[config.mk]
export PLATFORM = sky130hd
export DESIGN_NAME = vga_timing_ctrl
export DESIGN_NICKNAME = d
export VERILOG_FILES = /design/src/rtl/vga_pkg.sv /design/src/rtl/vga_delay_line.sv /design/src/rtl/vga_timing_ctrl.sv
export SDC_FILE = /design/constraint.sdc
export NUM_CORES = 1
export LEC_CHECK = 0
export CAP_MARGIN = 20
export CELL_PAD_IN_SITES_DETAIL_PLACEMENT = 1
export CELL_PAD_IN_SITES_GLOBAL_PLACEMENT = 2
export CORE_MARGIN = 2
export CORE_UTILIZATION = 27
export CTS_CLUSTER_SIZE = 8
export DETAILED_ROUTE_END_ITERATION = 10
export GPL_ROUTABILITY_DRIVEN = 0
export GPL_TIMING_DRIVEN = 0
export PLACE_DENSITY = 0.87
export SETUP_SLACK_MARGIN = 0.1
export SLEW_MARGIN = 10
export SYNTH_ARGS = -nofsm -noshare
export SYNTH_HDL_FRONTEND = slang
export SYNTH_SLANG_ARGS = --single-unit
[constraint.sdc]
create_clock -name clk_i -period 3.2 [get_ports clk_i]
set_clock_uncertainty 0.1 [all_clocks]
set_input_delay 0.64 -clock clk_i [delete_from_list [all_inputs] [get_ports clk_i]]
set_output_delay 0.64 -clock clk_i [all_outputs]
set_load 0.05 [all_outputs]
[src/rtl/vga_pkg.sv]
// ============================================================================
// vga_pkg: timing record, compile-time mode table and frame-size helpers.
// Rev 1.0
// ============================================================================
`default_nettype none

package vga_pkg;

  localparam int coord_w_c   = 12;
  localparam int max_modes_c = 4;

  typedef logic [coord_w_c-1:0] coord_t;

  typedef struct packed {
    coord_t width;
    coord_t height;
    coord_t h_pulse;
    coord_t h_bp;
    coord_t h_fp;
    coord_t v_pulse;
    coord_t v_bp;
    coord_t v_fp;
    logic   hs_pol;
    logic   vs_pol;
  } vga_timing_s;

  typedef vga_timing_s [max_modes_c-1:0] mode_table_t;

  // Slots beyond the populated entries are all-zero; only indices below
  // num_modes_p are ever selected by the controller.
  localparam mode_table_t mode_table_c = '{
    0: '{12'd800, 12'd600, 12'd72, 12'd128, 12'd24, 12'd2, 12'd22, 12'd1, 1'b1, 1'b1},
    1: '{12'd640, 12'd480, 12'd96, 12'd48,  12'd16, 12'd2, 12'd33, 12'd10, 1'b0, 1'b0},
    default: '0
  };

  function automatic coord_t h_total_f(vga_timing_s t);
    return t.h_pulse + t.h_bp + t.width + t.h_fp;
  endfunction

  function automatic coord_t v_total_f(vga_timing_s t);
    return t.v_pulse + t.v_bp + t.height + t.v_fp;
  endfunction

endpackage

`default_nettype wire

[src/rtl/vga_delay_line.sv]
// ============================================================================
// vga_delay_line: fixed-depth shift register with synchronous reset value.
// Rev 1.0
// ============================================================================
`default_nettype none

module vga_delay_line #(
  parameter int               width_p     = 1,
  parameter int               depth_p     = 1,
  parameter logic [width_p-1:0] reset_val_p = '0
) (
  input  logic               clk_i,
  input  logic               reset_i,
  input  logic [width_p-1:0] d_i,
  output logic [width_p-1:0] q_o
);

  generate
    if (depth_p == 0) begin : g_pass
      logic unused_clk_rst;
      assign unused_clk_rst = &{1'b0, clk_i, reset_i};
      assign q_o = d_i;
    end else begin : g_shift
      logic [width_p-1:0] stage_r [depth_p];

      always_ff @(posedge clk_i) begin
        if (reset_i) begin
          for (int i = 0; i < depth_p; i++) stage_r[i] <= reset_val_p;
        end else begin
          stage_r[0] <= d_i;
          for (int i = 1; i < depth_p; i++) stage_r[i] <= stage_r[i-1];
        end
      end

      assign q_o = stage_r[depth_p-1];
    end
  endgenerate

endmodule

`default_nettype wire

[src/rtl/vga_timing_ctrl.sv]
// ============================================================================
// vga_timing_ctrl: multi-mode VGA timing/pixel pipeline; optional colour-bar
// source enabled by VGA_TEST_PATTERN_EN.   Rev 1.0
// ============================================================================
`default_nettype none

module vga_timing_ctrl
  import vga_pkg::*;
#(
  parameter int          bit_depth_p    = 8,
  parameter int          x_width_p      = 11,
  parameter int          y_width_p      = 10,
  parameter int          pixel_lat_p    = 1,
  parameter int          num_modes_p    = 2,
  parameter int          default_mode_p = 0,
  parameter mode_table_t mode_table_p   = mode_table_c
) (
  input  logic                           clk_i,
  input  logic                           reset_i,
  input  logic [$clog2(num_modes_p)-1:0] mode_i,
  input  logic                           mode_v_i,
  output logic                           mode_ready_o,
  output logic [$clog2(num_modes_p)-1:0] mode_o,
  input  logic [bit_depth_p-1:0]         r_i,
  input  logic [bit_depth_p-1:0]         g_i,
  input  logic [bit_depth_p-1:0]         b_i,
`ifdef VGA_TEST_PATTERN_EN
  input  logic                           test_pattern_i,
`endif
  output logic [x_width_p-1:0]           x_o,
  output logic [y_width_p-1:0]           y_o,
  output logic                           xy_v_o,
  output logic                           frame_start_o,
  output logic [bit_depth_p-1:0]         r_o,
  output logic [bit_depth_p-1:0]         g_o,
  output logic [bit_depth_p-1:0]         b_o,
  output logic                           hs_o,
  output logic                           vs_o
);

  localparam int          mode_w_lp    = $clog2(num_modes_p);
  localparam vga_timing_s def_mode_lp  = mode_table_p[default_mode_p];
  localparam logic [1:0]  sync_idle_lp = {~def_mode_lp.vs_pol, ~def_mode_lp.hs_pol};

  logic [mode_w_lp-1:0] mode_r, pend_mode_r;
  logic                 pending_r;
  coord_t               h_r, v_r;

  vga_timing_s cfg;
  coord_t      h_total, v_total, h_start, v_start;
  logic        h_last, v_last, frame_end, active, at_origin;
  logic        hs_raw, vs_raw, mode_ok, pix_v;
  logic [1:0]  sync_q;

  assign cfg       = mode_table_p[mode_r];
  assign h_total   = h_total_f(cfg);
  assign v_total   = v_total_f(cfg);
  assign h_start   = cfg.h_pulse + cfg.h_bp;
  assign v_start   = cfg.v_pulse + cfg.v_bp;
  assign h_last    = (h_r == h_total - 12'd1);
  assign v_last    = (v_r == v_total - 12'd1);
  assign frame_end = h_last && v_last;
  assign active    = (h_r >= h_start) && (h_r < h_start + cfg.width) &&
                     (v_r >= v_start) && (v_r < v_start + cfg.height);
  assign at_origin = (h_r == h_start) && (v_r == v_start);
  assign hs_raw    = (h_r < cfg.h_pulse) ? cfg.hs_pol : ~cfg.hs_pol;
  assign vs_raw    = (v_r < cfg.v_pulse) ? cfg.vs_pol : ~cfg.vs_pol;
  assign mode_ok   = int'(mode_i) < num_modes_p;

  assign mode_ready_o = !pending_r;
  assign mode_o       = mode_r;

  // Counters and mode handshake; a new mode only takes effect as the
  // counters wrap, so every frame is generated entirely under one mode.
  always_ff @(posedge clk_i) begin
    if (reset_i) begin
      h_r         <= '0;
      v_r         <= '0;
      mode_r      <= mode_w_lp'(default_mode_p);
      pend_mode_r <= '0;
      pending_r   <= 1'b0;
    end else begin
      if (h_last) begin
        h_r <= '0;
        v_r <= v_last ? '0 : v_r + 12'd1;
      end else begin
        h_r <= h_r + 12'd1;
      end
      if (frame_end && pending_r) begin
        mode_r    <= pend_mode_r;
        pending_r <= 1'b0;
      end
      // Out-of-range indices are acknowledged but never queued.
      if (mode_v_i && mode_ready_o && mode_ok) begin
        pending_r   <= 1'b1;
        pend_mode_r <= mode_i;
      end
    end
  end

  always_ff @(posedge clk_i) begin
    if (reset_i) begin
      x_o           <= '0;
      y_o           <= '0;
      xy_v_o        <= 1'b0;
      frame_start_o <= 1'b0;
    end else begin
      x_o           <= x_width_p'(h_r - h_start);
      y_o           <= y_width_p'(v_r - v_start);
      xy_v_o        <= active;
      frame_start_o <= at_origin;
    end
  end

  vga_delay_line #(
    .width_p     (1),
    .depth_p     (pixel_lat_p),
    .reset_val_p (1'b0)
  ) u_valid_dly (
    .clk_i   (clk_i),
    .reset_i (reset_i),
    .d_i     (xy_v_o),
    .q_o     (pix_v)
  );

  // Counter stage + request stage + pixel_lat_p + output register.
  vga_delay_line #(
    .width_p     (2),
    .depth_p     (pixel_lat_p + 2),
    .reset_val_p (sync_idle_lp)
  ) u_sync_dly (
    .clk_i   (clk_i),
    .reset_i (reset_i),
    .d_i     ({vs_raw, hs_raw}),
    .q_o     (sync_q)
  );

  assign {vs_o, hs_o} = sync_q;

`ifdef VGA_TEST_PATTERN_EN
  logic [x_width_p-1:0] pix_x;
  logic [31:0]          bar_num, bar_den;
  logic [2:0]           bar;

  vga_delay_line #(
    .width_p     (x_width_p),
    .depth_p     (pixel_lat_p),
    .reset_val_p ('0)
  ) u_x_dly (
    .clk_i   (clk_i),
    .reset_i (reset_i),
    .d_i     (x_o),
    .q_o     (pix_x)
  );

  assign bar_num = 32'(pix_x) << 3;
  assign bar_den = 32'(cfg.width);
  assign bar     = 3'(bar_num / bar_den);
`endif

  always_ff @(posedge clk_i) begin
    if (reset_i || !pix_v) begin
      r_o <= '0;
      g_o <= '0;
      b_o <= '0;
    end else begin
`ifdef VGA_TEST_PATTERN_EN
      if (test_pattern_i) begin
        r_o <= {bit_depth_p{bar[2]}};
        g_o <= {bit_depth_p{bar[1]}};
        b_o <= {bit_depth_p{bar[0]}};
      end else begin
        r_o <= r_i;
        g_o <= g_i;
        b_o <= b_i;
      end
`else
      r_o <= r_i;
      g_o <= g_i;
      b_o <= b_i;
`endif
    end
  end

endmodule

`default_nettype wire

* Yosys cells after proc, flatten, opt, wreduce, memory -nomap -nowiden
Memories as Yosys holds them, arrays and structs flattened.
Index checks and enable logic that the tools add are counted.
** Word-level totals
- Input bits :: 28
- Memories :: 2
- Flip-flop bits (word level) :: 74
- Output and inout port bits :: 51
- RAM bits :: 7
- Logic and storage cells :: 69
** Cells by class
- Reduce and logical (&&, ||, !) cells :: 13
- Multiplexer cells :: 14
- $add $sub $neg :: 12
- Bitwise gates (word level) :: 5
- Magnitude comparators :: 7
- Equality and inequality tests :: 4
** Memories
- u_sync_dly.g_shift.stage_r :: words 3, width 2, read ports 3, clocked after memory_dff 0, wr ports 3, line vga_delay_line.sv:24 : logic [width_p-1:0] stage_r [depth_p];
- u_valid_dly.g_shift.stage_r :: words 1, width 1, read ports 1, clocked after memory_dff 0, wr ports 1, line vga_delay_line.sv:24
** Operators with widths (count)
- $mux W98 :: 1
- $add A12 B12 Y12 :: 6
- $eq A12 B12 Y1 :: 4
- $lt A12 B12 Y1 :: 4
- $add A12 B1 Y12 const B :: 2
- $ge A12 B12 Y1 :: 2
- $sub A12 B1 Y12 const B :: 2
- $mux W12 :: 1
- $sub A11 B11 Y11 :: 1
- $sub A10 B10 Y10 :: 1
- $mux W1 :: 9
- $logic_and A1 B1 Y1 :: 7
- $mux W2 :: 3
- $lt A1 B3 Y1 const B :: 1
- $or A1 B1 Y1 :: 3
- $logic_not A1 Y1 :: 2
- $not A1 Y1 :: 2
- $reduce_bool A2 Y1 :: 1
- $reduce_or A2 Y1 :: 1
- $logic_or A1 B1 Y1 :: 1
- $reduce_or A1 Y1 :: 1

* Depth between registers and ports, before layout
- Depth in word-level cells :: 11
- Mapped depth :: 6
- Gate-level depth less buffers :: 5

* Modules after synthesis
Synthesis repeated with hierarchy kept, for this count alone.
** Unflattened totals
- Cells, all modules :: 273
- Area total of the unflattened synthesis :: 2770.2 µm²
** Modules (own cells, without submodules)
- vga_timing_ctrl :: instances 1, cells an instance 257, area an instance 2563.7 µm², seq. area each 1461.4 µm²
- vga_delay_line (u_sync_dly) :: instances 1, cells an instance 14, area an instance 172.7 µm², seq. area each 120.1 µm²
- vga_delay_line (u_valid_dly) :: instances 1, cells an instance 2, area an instance 33.8 µm², seq. area each 20.0 µm²

* Worst setup path after synthesis
OpenSTA, ideal clock, no wires.
- Path kind :: reg-to-reg
- Start point :: reg h_r[0]
- End point :: reg v_r[7]
- Slack :: 1.435 ns
- Library setup time :: 0.070 ns
- Arrival :: 1.595 ns
- Cell stages (with the launch flop) :: 6
- Path buffers :: 0
- Path through :: dfxtp_1 > ha_1 > and4_4 > nand4_4 > or4_1 > a21oi_1
** Between the ends
- Word-level cells in the longest chain between the ends :: 1
** RTL lines
- start: declaration :: line vga_timing_ctrl.sv:47 : coord_t h_r, v_r;
- start signal: assignment :: line vga_timing_ctrl.sv:87 : h_r <= h_r + 12'd1;
- $eq A12 B12 Y1 :: line vga_timing_ctrl.sv:60 : assign h_last = (h_r == h_total - 12'd1);
- end signal: assignment :: line vga_timing_ctrl.sv:85 : v_r <= v_last ? '0 : v_r + 12'd1;
- end: declaration :: line vga_timing_ctrl.sv:47
No other way between the ends.
A chain may end at the register's enable or synchronous reset.

* Worst setup path after layout
- Start point :: reg v_r[1]
- End point :: reg v_r[0]
** Between the ends
- Word-level cells in the longest chain between the ends :: 2
** RTL lines
- $eq A12 B12 Y1 :: line vga_timing_ctrl.sv:61 : assign v_last = (v_r == v_total - 12'd1);
- $mux W12 :: line vga_timing_ctrl.sv:85
No other way between the ends.

==> flow_metrics.py <==
metrics = {
    "finish": {
        "instances_no_fill": 385,
        "regArea_sq_um": 981,
        "n_antenna_cell": 0,
        "area_delta_synth_final_pct": 27.9,
        "drive_gt1_share_pct": 14.3,
        "multi_input_area_sq_um": 927,
        "layout_common_cells": "dfxtp_1 (49), buf_4 (27), conb_1 (27), clkdlybuf4s50_1 (27), nor2_1 (20)",
        "n_fill_cell": 865,
        "final_common_cell": "dfxtp_1",
        "finalNetCount": 317,
    },
    "detailed_routing": {
        "drtIter0Drc": 29,
        "remaining_drc_errors": 0,
        "dr.pass1.iters": 4,
        "vias_per_cell": 4.26,
        "wl_per_cell_um": 11.8,
        "route.antenna.remaining_nets": 0,
        "vias": 1640,
        "routed_wl_um": 4540,
    },
    "sta": {
        "whs_ns": 0.379,
        "slew_headroom_pct": 38.7,
        "layout_setup_ws_ns": 0.906,
        "finalSetupTns_ns": 0,
        "finalCriticalPeriod_ns": 2.29,
        "slew_violations": 0,
        "tightest_slew_ns": 0.912,
        "rsz0062_at_grt": "false",
        "finalCritPeriodShare_pct": 71.7,
        "hold_viol": 0,
        "fmax_mhz": 436,
        "setup_viol": 0,
    },
    "placed_design": {
        "pre_cts_ws_ns": 0.961,
        "dp_hpwl_um": 3390,
        "port_buffers": 27,
        "dp.cells": 377,
    },
    "global_routing": {
        "grt_pass1_vias": 1613,
        "grt_max_degree": 17,
        "antenna_found_initial": 0,
        "grt_use_total_pct": 11.1,
        "grt_pass1_wl_um": 7490,
        "grt_overflow": 0,
    },
    "critical_path": {
        "cp_cell_sequence": "ha_1, and3_1, nand4_4, o31ai_1, nor2_1",
        "reg2reg_setup_slack_ns": 0.91,
        "crit_fanout": 10,
        "critPathArrivalTime_ns": 2.35,
        "worstPathRequired_ns": 3.26,
        "reg2reg_depth": 5,
        "cp.depth": 5,
        "worstSetupPathType": "flip-flop to flip-flop",
        "crit_buf_inv": 0,
        "slowest_stage": "o31ai_1",
        "crit_family": "compound AO/OA/AOI/OAI gates",
        "cp-start-kind": "flip-flop",
        "cpPeakStageDelay_ns": 0.79,
        "rr_startpoint": "v_r[1]",
        "reg2reg_to": "v_r[0]",
        "endpoint_kind": "flip-flop",
    },
    "floorplan": {
        "pin_count": 79,
        "initial_utilization_pct": 28.3,
        "die_height_um": 91.7,
        "dieArea_sq_um": 8410,
        "core-area_sq_um": 7330,
        "num_rows": 31,
        "die_w_um": 91.7,
    },
    "synthesis": {
        "post-synth-top-area-cell": "dfxtp_1",
        "synth_top_area_share_pct": 47.3,
        "ys_warn_count": 0,
        "yosysSeqAreaShare_pct": 47.3,
        "synth_compound_area_share_pct": 6.69,
        "syn_avg_cell_area_sq_um": 9.18,
        "syn_inst": 226,
        "yosys.area_share.simple_pct": 25.6,
        "synth-seq-cells": 49,
        "synth_area_sq_um": 2080,
        "synth_top_family_by_area": "simple AND/OR/NAND/NOR gates",
        "muxShareOfSynthArea_pct": 0.482,
        "yosys.cell_types.count": 29,
        "synth_xor_area_share_pct": 4.64,
        "synth_fa_ha_area_share_pct": 2.41,
        "ys_top_cells_by_area": "dfxtp_1 (47%), buf_4 (9.8%), nor2b_1 (5.1%), xor2_1 (3.8%), nor2_1 (3.6%)",
    },
    "power_and_ir_drop": {
        "pwr-share-clk_pct": 31.9,
        "power.switching_uw": 327,
        "internal_power_uw": 812,
        "switching_share_pct": 28.7,
        "pwr-share-seq_pct": 54.8,
        "vdd_drop_max_uv": 158,
        "p_leak_uw": 0.00108,
        "combinationalPowerShare_pct": 13.2,
        "p_per_area_nw_per_um2": 429,
    },
    "worst_hold_path": {
        "min-delay-start": "h_r[0]",
        "min_delay_path_depth": 1,
        "hold_class": "flip-flop to flip-flop",
        "min_to": "h_r[0]",
    },
    "clocking": {
        "clk_pin_slew_ns": 0.09,
        "cts_resized": 0,
        "cts.htree.levels": 2,
        "clk-insertion-delay-late_ns": 0.30,
        "cts_tree": "done",
        "cts_buffers": 5,
        "hold_buffers": 0,
        "cts-root-buf": "clkbuf_8",
        "cts_max_path_buffers": 2,
        "cts_setup_buffers": 0,
        "cts_num_sinks": 49,
    },
    "flow_run": {
        "max-cap-violations": 0,
    },
    "status": {
        "status": "completed",
    },
}
-- sequential cells by signal, indices dropped and copies added (netlist names) --
name           flops
y_o               10
pend_mode_r        1
frame_start_o      1
mode_o             1
v_r               12
x_o               11
h_r               12
pending_r          1
-- synthesized netlist by cell type (all sizes together) --
| library cell | number |
|---|---|
| mux2i | 1 |
| nor2 | 20 |
| inv | 9 |
| and4 | 3 |
| clkbuf | 4 |
| a211oi | 1 |
| xor2 | 9 |
| a21oi | 12 |
| or3 | 8 |
| nand3 | 7 |
| nand4 | 8 |
| nor4 | 5 |
| a31oi | 1 |
| conb | 2 |
| and2 | 2 |
| nor2b | 17 |
| dfxtp | 49 |
| nor3 | 4 |
| buf | 29 |
| xnor2 | 2 |
| nand2 | 11 |
| or4 | 3 |
| o31ai | 4 |
| ha | 4 |
| o21ai | 7 |
| and3 | 4 |
-- worst reg2reg max path, stage by stage, from the launching register on --
cell and delay (ns):
dfxtp_1 0.45, ha_1 0.28, and3_1 0.23, nand4_4 0.19, o31ai_1 0.79, nor2_1 0.12
-- routing by layer --
| layer | track usage [%] | share of wire [%] | vias up |
|---|---|---|---|
| met5 | 0 | 0 | - |
| met4 | 4.92 | 1.7 | 0 |
| met3 | 2.47 | 6.1 | 7 |
| met2 | 18.6 | 47 | 52 |
| met1 | 13.6 | 45 | 751 |
| li1 | - | - | 830 |
-- metrics by stage --
stage | cell area [sq um] | utilization [%] | power (uW)
6_report | 2660 | 36.2 | 1140
5_1_grt | 2660 | 36.2 | 1190
4_1_cts | 2660 | 36.2 | 1150
3_5_place_dp | 2560 | 35.0 | 788
3_3_place_gp | 2560 | 35.0 | 787
2_1_floorplan | 2170 | - | 765
-- power groups by stage --
stage,Combinational (uW),Sequential [uW],Clock [uW]
floorplan,117,648,0
global placement,149,638,0
detailed placement,150,638,0
CTS,150,624,374
global route,160,625,402
finish,151,624,364
-- worst max-delay path by stage --
stage / from / end / slack [ns]
2_1_floorplan: h_r[0] / v_r[7] / 1.44
3_3_place_gp: reset_i / pending_r / 1.07
3_5_place_dp: v_r[1] / v_r[0] / 0.96
4_1_cts: pending_r / mode_ready_o / 0.91
5_1_grt: v_r[1] / v_r[0] / 0.75
6_report: v_r[1] / v_r[0] / 0.91
-- kinds of logic after synthesis --
| logic type | Yosys count |
|---|---|
| simple gates | 92 |
| flops | 49 |
| buf+inv | 42 |
| compound gates | 25 |
| xor+xnor | 11 |
| fa+ha+maj | 4 |
| other cells | 2 |
| mux | 1 |
-- area by class of cell --
class | instances | area share (%)
clock buffers | 5 | 2.59
flip-flops and latches | 49 | 36.9
multi-input cells | 160 | 34.9
well taps | 99 | 4.67
plain buffers | 33 | 8.58
clock inverters | 3 | 0.848
inverters | 9 | 1.27
repair buffers | 27 | 10.2
No activity file was read; power rests on OpenSTA's default activity.
